### config.mk
export PLATFORM = sky130hd
export DESIGN_NAME = queue_flat
export DESIGN_NICKNAME = d
export VERILOG_FILES = /design/src/rtl/queue_pkg.sv /design/src/rtl/queue_if.sv /design/src/rtl/queue_ram.sv /design/src/rtl/queue.sv /design/src/flat_wrapper.sv
export SDC_FILE = /design/constraint.sdc
export NUM_CORES = 1
export LEC_CHECK = 0
export ABC_AREA = 1
export CAP_MARGIN = 20
export CORE_MARGIN = 2
export CORE_UTILIZATION = 54
export CTS_BUF_LIST = sky130_fd_sc_hd__clkbuf_8 sky130_fd_sc_hd__clkbuf_16
export DETAILED_ROUTE_END_ITERATION = 7
export PLACE_DENSITY = 0.75
export SYNTH_ARGS = -nofsm -noshare
export SYNTH_HDL_FRONTEND = slang
export SYNTH_SLANG_ARGS = --single-unit
### constraint.sdc
create_clock -name clk -period 2.3 [get_ports clk]
set_input_delay 0.23 -clock clk [delete_from_list [all_inputs] [get_ports clk]]
set_output_delay 0.23 -clock clk [all_outputs]
set_load 0.05 [all_outputs]
### src/rtl/queue_pkg.sv
// queue_pkg: default widths and derived constants shared by the stack and queue.
package queue_pkg;
  localparam int DATA_WIDTH = 8;
  localparam int ADDR_WIDTH = 4;
  localparam int DEPTH = 2 ** ADDR_WIDTH;
  localparam int CW = ADDR_WIDTH + 1;
  localparam logic [CW-1:0] COUNT_FULL = CW'(DEPTH);
endpackage

### src/rtl/queue_if.sv
// queue_if: command and status bundle between a byte producer/consumer (master) and the queue (slave).
// push/pop/data_in: commands from master; data_out/error/full/empty/count: status from slave.
interface queue_if;
  import queue_pkg::*;
  logic push;
  logic pop;
  logic [DATA_WIDTH-1:0] data_in;
  logic [DATA_WIDTH-1:0] data_out;
  logic error;
  logic full;
  logic empty;
  logic [CW-1:0] count;
  modport master (output push, pop, data_in, input data_out, error, full, empty, count);
  modport slave (input push, pop, data_in, output data_out, error, full, empty, count);
endinterface

### src/rtl/queue_ram.sv
// queue_ram: DEPTH x DATA_WIDTH register file, synchronous write, asynchronous read.
// clk: write clock; we/waddr/wdata: write port; raddr/rdata: combinational read port.
module queue_ram
  import queue_pkg::*;
(
  input  logic                  clk,
  input  logic                  we,
  input  logic [ADDR_WIDTH-1:0] waddr,
  input  logic [DATA_WIDTH-1:0] wdata,
  input  logic [ADDR_WIDTH-1:0] raddr,
  output logic [DATA_WIDTH-1:0] rdata
);
  logic [DATA_WIDTH-1:0] r_mem [DEPTH];
  always_ff @(posedge clk)
    if (we) r_mem[waddr] <= wdata;
  assign rdata = r_mem[raddr];
endmodule

### src/rtl/queue.sv
// queue: byte FIFO with registered commands, sticky error flag and count/full/empty status.
// clk: clock; reset: synchronous active-high; q: slave side of queue_if.
module queue
  import queue_pkg::*;
(
  input logic    clk,
  input logic    reset,
  queue_if.slave q
);
  logic                  r_push, r_pop, r_error;
  logic [DATA_WIDTH-1:0] r_data, r_rdata;
  logic [ADDR_WIDTH-1:0] r_wr_ptr, r_rd_ptr;
  logic [CW-1:0]         r_count;
  logic                  w_full, w_empty, w_do_push, w_do_pop, w_err;
  logic [DATA_WIDTH-1:0] w_head;
  assign w_full = r_count == COUNT_FULL;
  assign w_empty = r_count == '0;
  // A pop frees the slot in the same edge, so a full queue still accepts a paired push.
  assign w_do_push = r_push && (!w_full || r_pop);
  assign w_do_pop = r_pop && !w_empty;
  assign w_err = (r_push && !r_pop && w_full) || (r_pop && w_empty);
  queue_ram u_ram (
    .clk   (clk),
    .we    (w_do_push),
    .waddr (r_wr_ptr),
    .wdata (r_data),
    .raddr (r_rd_ptr),
    .rdata (w_head)
  );
  always_ff @(posedge clk)
    if (reset) begin
      r_push   <= 1'b0;
      r_pop    <= 1'b0;
      r_data   <= '0;
      r_rdata  <= '0;
      r_wr_ptr <= '0;
      r_rd_ptr <= '0;
      r_count  <= '0;
      r_error  <= 1'b0;
    end else begin
      r_push <= q.push;
      r_pop  <= q.pop;
      r_data <= q.data_in;
      if (w_do_pop) begin
        r_rdata  <= w_head;
        r_rd_ptr <= r_rd_ptr + ADDR_WIDTH'(1);
      end
      if (w_do_push) r_wr_ptr <= r_wr_ptr + ADDR_WIDTH'(1);
      r_count <= r_count + CW'(w_do_push) - CW'(w_do_pop);
      if (r_push || r_pop) r_error <= w_err;
    end
  assign q.data_out = r_rdata;
  assign q.error = r_error;
  assign q.full = w_full;
  assign q.empty = w_empty;
  assign q.count = r_count;
endmodule

### src/flat_wrapper.sv
// flat-port wrapper written by rule: the top's interface ports become plain ports
module queue_flat import queue_pkg::*;
  (clk, reset, q_push, q_pop, q_data_in, q_data_out, q_error, q_full, q_empty, q_count);
  queue_if q_i ();
  input logic clk;
  input logic reset;
  input wire logic [$bits(q_i.push)-1:0] q_push;
  input wire logic [$bits(q_i.pop)-1:0] q_pop;
  input wire logic [$bits(q_i.data_in)-1:0] q_data_in;
  output wire logic [$bits(q_i.data_out)-1:0] q_data_out;
  output wire logic [$bits(q_i.error)-1:0] q_error;
  output wire logic [$bits(q_i.full)-1:0] q_full;
  output wire logic [$bits(q_i.empty)-1:0] q_empty;
  output wire logic [$bits(q_i.count)-1:0] q_count;
  assign q_i.push = q_push;
  assign q_i.pop = q_pop;
  assign q_i.data_in = q_data_in;
  assign q_data_out = q_i.data_out;
  assign q_error = q_i.error;
  assign q_full = q_i.full;
  assign q_empty = q_i.empty;
  assign q_count = q_i.count;
  queue u_core (.clk(clk), .reset(reset), .q(q_i));
endmodule
* Word level (Yosys, flattened, before mapping) *
Memory sizes are Yosys's and may differ from the RTL's. A register that Yosys moved wholly into a read port is not among the register bits.
Cells that the tools add are included.

storage, ports and cells
  bits in writable memories = 128
  register bits after elaboration = 24
  memories = 1
  output and inout bits = 16

cells by class
  equality and inequality tests = 1
  add/sub/neg operators = 4
  muxes and demuxes = 2
  reduce and logical (&&, ||, !) cells = 12

memory list
  memory              depth  bits a word  read ports  clocked after Yosys merged registers in  write ports  line             source
  u_core.u_ram.r_mem  16     8            1           1                                        1            queue_ram.sv:13  logic [DATA_WIDTH-1:0] r_mem [DEPTH];

operators with widths
  kind                   count
  $add A4 B1 Y4 const B  2
  $add A5 B1 Y5          1
  $eq A5 B5 Y1 const B   1
  $logic_and A1 B1 Y1    5
  $logic_not A5 Y1       1
  $sub A5 B1 Y5          1
  $logic_not A1 Y1       3
  $logic_or A1 B1 Y1     3
  $mux W1                2

* Logic depth before layout (Yosys ltp) *
Gate-level depths: netlist of run 1.

  depth in word-level cells = 6
  mapped depth = 14
  mapped depth without buffers = 13

* Hierarchy *
Synthesis of run 1 repeated with hierarchy kept, for this count alone.

second synthesis, totals
  cell total of the unflattened synthesis = 726
  area total of the unflattened synthesis = 7003.0 µm²

modules (own cells, without submodules)
  module     area an instance (µm²)  cells each  times used
  queue_ram  5606.6                  543         1
  queue      1396.3                  183         1

* Worst setup path after synthesis of run 1 *
No wires, ideal clock.

  path kind = register to register
  start point = register u_core.r_count[3], in the netlist u_core.q.count[3]
  end point = register u_core.r_count[4], in the netlist u_core.q.count[4]
  period minus slack after synthesis = 2.798 ns
  data arrival time = 2.676 ns
  stages on the path, launching flop included = 14
  buffers on the path = 0
  path slack = -0.498 ns
  cell sequence = dfxtp_1 > inv_1 > ha_1 > nand3_1 > nor2_2 > nand2_1 > nand2_1 > inv_2 > ha_1 > fa_1 > a21oi_1 > o21bai_1 > o21ai_0 > a21oi_1

on the way
  longest elaborated chain between the ends = 6
  elaborated cells on any way between the ends = 9
  classes of those cells = 2 x add/sub; 1 x eq/ne; 6 x reduce/logical

ends and longest elaborated chain
  what                    line                source
  from (decl)             queue.sv:13         logic [CW-1:0] r_count;
  from (signal assigned)  queue.sv:49         r_count <= r_count + CW'(w_do_push) - CW'(w_do_pop);
  $eq A5 B5 Y1            queue.sv:16         assign w_full = r_count == COUNT_FULL;
  net q_full              flat_wrapper.sv:12  output wire logic [$bits(q_i.full)-1:0] q_full;
  $logic_not A1 Y1        queue.sv:19         assign w_do_push = r_push && (!w_full || r_pop);
  $logic_or A1 B1 Y1      queue.sv:19
  $logic_and A1 B1 Y1     queue.sv:19
  $add A5 B1 Y5           queue.sv:49
  $sub A5 B1 Y5           queue.sv:49

The timed path passes the listed nets, and every way through them passes these cells.
A chain may end at the register's enable or synchronous reset.

* Final worst setup path of run 1 *
  start point = register u_core.r_count[2], in the netlist u_core.q.count[2]
  end point = register u_core.r_count[4], in the netlist u_core.q.count[4]

on the way
  longest elaborated chain between the ends = 6
  elaborated cells on any way between the ends = 9
  classes of those cells = 2 x add/sub; 1 x eq/ne; 6 x reduce/logical

ends and longest elaborated chain
  what                 line
  $eq A5 B5 Y1         queue.sv:16
  $logic_not A1 Y1     queue.sv:19
  $logic_or A1 B1 Y1   queue.sv:19
  $logic_and A1 B1 Y1  queue.sv:19
  $add A5 B1 Y5        queue.sv:49
  $sub A5 B1 Y5 (*)    queue.sv:49

Mark *: on every way between the ends. The rest lies on a longest branch, timed or not.

==> impl_metrics.ini, run 1 <==
[critical_path]
critPathRequiredTime_ns = 2.61
rr_worst_depth = 13
crit_arrival_ns = 2.55
crit_start = u_core.q.count[2]
crit_type = reg -> reg
worst_setup_path_start_kind = flip-flop
crit_fanout = 3
reg2reg_to = u_core.q.count[4]
r2r_slack_ns = 0.06
reg2reg_from = u_core.q.count[2]
critPathCaptureType = flip-flop

[clocking]
cts_hold_buf = 0
cts_num_sinks = 160
clk_pin_slew_ns = 0.06
htreeDepth = 4
clockBufferDepth = 2
cts_tree = yes
clock-root-buffer = clkbuf_16
insertion_delay_ns = 0.43
cts_buffers = 17

[detailed_routing]
wirelength_mm = 15.1
drtIter0Drc = 471
routed_via_density = 5.16
ant_nets = 0
vias = 4779
drc_errors = 0
firstDrtPassIters = 5
avgRoutedWirePerCell_um = 16.3

[power]
power_density_nw_per_um2 = 976
vdd_drop_max_uv = 711
p_leak_nw = 3.47

[grt]
antenna_found_initial = 0
grt_use_total_pct = 24.0
grt_pass1_vias = 4562
grt_pass1_wl_mm = 23.4
grt.overflow.total = 0
grt_max_degree = 67

[sta]
holdWs_ns = 0.318
fin_setup_tns_ns = 0
fin_worst_skew_ns = 0.00850
finalHoldViolations = 0
setup_viol = 0
worst_pin_slew_ns = 0.833
final_min_period_over_clock_period_pct = 97.4
slew_violations = 0
relSlewSlack_pct = 44.4
fin_crit_ns = 2.24
max_freq_ghz = 0.446

[floorplanning]
die_w_um = 117
ios = 28
die_h_um = 117
core-area_sq_um = 12500
initial_core_util_pct = 54.7
dieArea_sq_um = 13600
core.rowCount = 41

[final_layout]
final_cell_mix = nand2_1, edfxtp_1, inv_1, nand3_1, nor2_1
final_core_util_pct = 64.4
layout-drive-gt1-share_pct = 10.5
layout_commonest_cell = nand2_1
nets = 765
syn2layout_area_growth_pct = 17.7

[synth]
mappedNetlistNets = 721
syn_inst = 697
netlist.top_cell.by_area = edfxtp_1
syn_area_sq_um = 6850
synthTopCellsByArea = edfxtp_1, nand2_1, dfxtp_1
synth_warnings = 0
synth-seq-cells = 160
synth_area_per_cell_sq_um = 9.82
synth_top_area_share_pct = 56.1
seq_area_frac_synth_pct = 65.5
synth.distinct_cells = 22

[hold_path]
min_to = u_core.r_data[0]
hp-start = q_data_in[0]
holdPathStages = 3
hp-class = in -> reg

[placed_design]
gp_congestion = 0.940
io_buffers = 27
dp_hpwl_mm = 9.48

[outcome]
status = completed

[job]
drv_cap = 0
==> power breakdown <==
part / internal (mW) / switching [mW] / leakage [nW]
clock network: 1.66 / 1.07 / 0.303
logic: 0.593 / 1.15 / 1.73
registers: 3.25 / 0.138 / 1.44
total: 5.50 / 2.36 / 3.47
==> final cells by class <==
class | count | area (sq um)
multi-input cells | 400 | 1850
fillers | 986 | 4460
clock inverters | 11 | 87.6
repair buffers | 55 | 498
flip-flops and latches | 160 | 4500
clock buffers | 21 | 503
diodes | 1 | 2.50
inverters | 107 | 409
well taps | 172 | 215
==> cells by family (layout without fill, tap and decap cells) <==
family,Yosys count,in the layout,synth area share [%]
buffers and inverters,137,194,8.37
adder cells (fa/ha/maj),12,12,2.30
AO/OA/AOI/OAI,21,21,1.57
XOR/XNOR,5,5,0.639
other,0,1,0
AND/OR/NAND/NOR,362,362,21.6
flip-flops,160,160,65.5
==> worst max path at each step <==
stage                        endpoint  slack (ns)
finish              u_core.q.count[4]        0.06
global route        u_core.q.count[4]       -0.01
CTS                            q_full        0.02
detailed placement  u_core.q.count[4]        0.11
global placement    u_core.q.count[4]        0.15
floorplan           u_core.q.count[4]       -0.04
==> routing by layer <==
layer  global-route usage (%)  wire [um]
met1                     30.8       6470
met2                     39.7       7590
met3                     4.93        679
met4                     10.4        335
met5                        0          0
==> cells in the mapped netlist, drive strengths merged <==
cell type  instances
clkbuf             5
nand4              1
o21ai              7
ha                11
fa                 1
clkinv             2
xnor2              1
buf               25
edfxtp           128
a21oi             13
nor2              46
nand2            221
xor2               4
nand3             94
dfxtp             32
inv              105
o21bai             1
==> registers in the layout, summed over array words and instances, names as in the netlist <==
register            cells
u_core.q.count          5
u_core.q.data_out       8
u_core.q.error          1
u_core.r_data           8
u_core.r_pop            1
u_core.r_push           1
u_core.r_rd_ptr         4
u_core.r_wr_ptr         4
u_core.u_ram.r_mem    128
==> worst max-delay path, cell delays in order, from the launching register on <==
cell      delay (ns)
dfxtp_4         0.36
inv_4           0.07
ha_4            0.13
nand4_1         0.14
nand2_2         0.12
inv_2           0.05
ha_4            0.25
inv_2           0.04
ha_4            0.16
fa_2            0.38
a21oi_2         0.13
o21bai_1        0.09
o21ai_1         0.14
a21oi_1         0.05
==> repair_timing <==
action | in CTS | in global routing
buffers inserted | 0 | 1
gates resized for setup | 0 | 2
endpoints found under the setup margin | 0 | 3
==> per-stage QoR <==
stage | cell area [sq um] | std cells | power, mW | worst slack, ns
after global placement | 7460 | 893 | 5.09 | 0.153
after global routing | 8060 | 926 | 8.19 | -0.0119
after detailed placement | 7460 | 893 | 5.15 | 0.108
after floorplan | 6930 | 697 | 4.66 | -0.0358
after CTS | 8050 | 925 | 7.89 | 0.0173
final | 8060 | 927 | 7.87 | 0.0600
Power figures use the tool's default switching activity.
==> inputs of run 2 (changes only) <==
Settings changed: CORE_UTILIZATION 54 to 48, PLACE_DENSITY 0.75 to 0.68, SLEW_MARGIN set to 20.
==> impl_metrics.ini, run 2 (synthesis results as in run 1) <==
[final_layout]
finalInstanceArea_sq_um = 8070
syn2layout_area_growth_pct = 17.8
layout_commonest_cell = nand2_1
diodes = 0
layout-drive-gt1-share_pct = 10.7
fin_cells = 935
largest_reg_flops = 128
final_cell_mix = nand2_1, edfxtp_1, inv_1, nand3_1, nor2_1
nets = 766
top_register = u_core.u_ram.r_mem

[sta]
setup_viol = 0
rsz0062_at_grt = no
fin_worst_skew_ns = 0.00554
final_min_period_over_clock_period_pct = 94.9
finalHoldViolations = 0
worst_pin_slew_ns = 0.805
slew_violations = 0
fin_crit_ns = 2.18
max_freq_ghz = 0.458
relSlewSlack_pct = 46.3

[detailed_routing]
drtIter0Drc = 402
routed_via_density = 5.07
wirelength_mm = 15.7
vias = 4742
drc_errors = 0
firstDrtPassIters = 5
avgRoutedWirePerCell_um = 16.8
ant_nets = 0

[clocking]
insertion_delay_ns = 0.43
cts_hold_buf = 0
clock-root-buffer = clkbuf_16
clk_pin_slew_ns = 0.06
cts_num_sinks = 160
cts_tree = yes
htreeDepth = 4
cts_buffers = 17
clockBufferDepth = 2

[grt]
grt_use_total_pct = 22.3
grt_max_degree = 67
grt.overflow.total = 0
antenna_found_initial = 0
grt_pass1_wl_mm = 24.3
grt_pass1_vias = 4671

[power]
power_density_nw_per_um2 = 984
p_leak_nw = 3.44
finalPower_mw = 7.94
vdd_drop_max_uv = 748

[floorplanning]
die_w_um = 123
core-area_sq_um = 13900
initial_core_util_pct = 49.1
core.rowCount = 43
die_h_um = 123
ios = 28
dieArea_sq_um = 15200

[critical_path]
cpMostUsedCell = ha_4
worst_setup_path_start_kind = flip-flop
critPathTopFamily = adder cells
slowest_stage = dfxtp_4
critPathRequiredTime_ns = 2.61
crit_arrival_ns = 2.49
crit_type = reg -> reg
r2r_slack_ns = 0.12
cp_num_buf_inv = 3
crit_fanout = 3
slowest_delay_ns = 0.36
crit_chain = inv_4, ha_4, nand4_1, nand2_2, inv_2, ha_4, inv_2, ha_4, fa_2, a21oi_2, o21bai_1, o21ai_1, a21oi_1
critPathCaptureType = flip-flop

[placed_design]
placedInstanceArea_sq_um = 7460
gp_congestion = 0.853
io_buffers = 27
dp.cells = 902
dp_hpwl_mm = 9.82

[hold_path]
hp-class = in -> reg

[outcome]
status = completed

[job]
drv_cap = 0
run 2: cell count changes in the layout (fill, tap and decap cells not counted):
cell        before  now
inv_6            0    2
clkbuf_8         2    0
clkinv_4         2    0
inv_1          101   98
bufinv_16        1    3
inv_4            4    3
diode_2          1    0
clkinv_1         2    4
clkbuf_16       19   17
buf_12           1    0
buf_4           27   29
clkinvlp_4       1    5
run 2: final timing paths:
kind,end,cells after the start,start
setup / recovery,u_core.q.count[4],13,u_core.q.count[3]
hold / removal,u_core.r_data[6],3,q_data_in[6]
setup reg to reg,u_core.q.count[4],13,u_core.q.count[3]
hold reg to reg,u_core.r_wr_ptr[3],2,u_core.r_wr_ptr[3]
run 2: layout make-up:
class                   instances  area, sq um
clock buffers                  17          425
clock inverters                15          168
well taps                     180          225
fillers                      1178         5870
inverters                     107          409
repair buffers                 56          493
multi-input cells             400         1850
flip-flops and latches        160         4500
run 2: routing by layer:
metal | track usage, % | share of wire, % | vias to the layer above | routed length (um)
met1 | 28.1 | 45 | 2256 | 6980
met4 | 8.38 | 2.0 | 0 | 320
met5 | 0 | 0 | - | 0
met2 | 36.8 | 49 | 135 | 7680
met3 | 6.00 | 4.5 | 28 | 704
li1 | - | - | 2323 | -
run 2: timing repair:
item,CTS,global route
buffers inserted,0,1
endpoints found under the setup margin,0,3
resized for setup,0,2
run 2: where the power goes:
group	internal, mW	total, mW	switching [mW]
clock	1.69	2.81	1.12
combinational	0.595	1.76	1.17
sequential	3.25	3.37	0.115
run 2: worst min-delay path: cells and delay by family:
| kind | cells | cell delay (ns) |
|---|---|---|
| buffers and inverters | 2 | 0.44 |
| AND/OR/NAND/NOR | 1 | 0.03 |
run 2: through the flow:
stage	hold slack (ns)	util, %	setup TNS, ns	setup slack [ns]
6_report	0.313	57.9	0	0.118
4_1_cts	0.291	57.8	0	0.0168
5_1_grt	0.310	57.9	0	0.00114
3_5_place_dp	0.506	53.5	0	0.0988
2_1_floorplan	0.337	-	-0.0358	-0.0358
3_3_place_gp	0.506	53.5	0	0.151
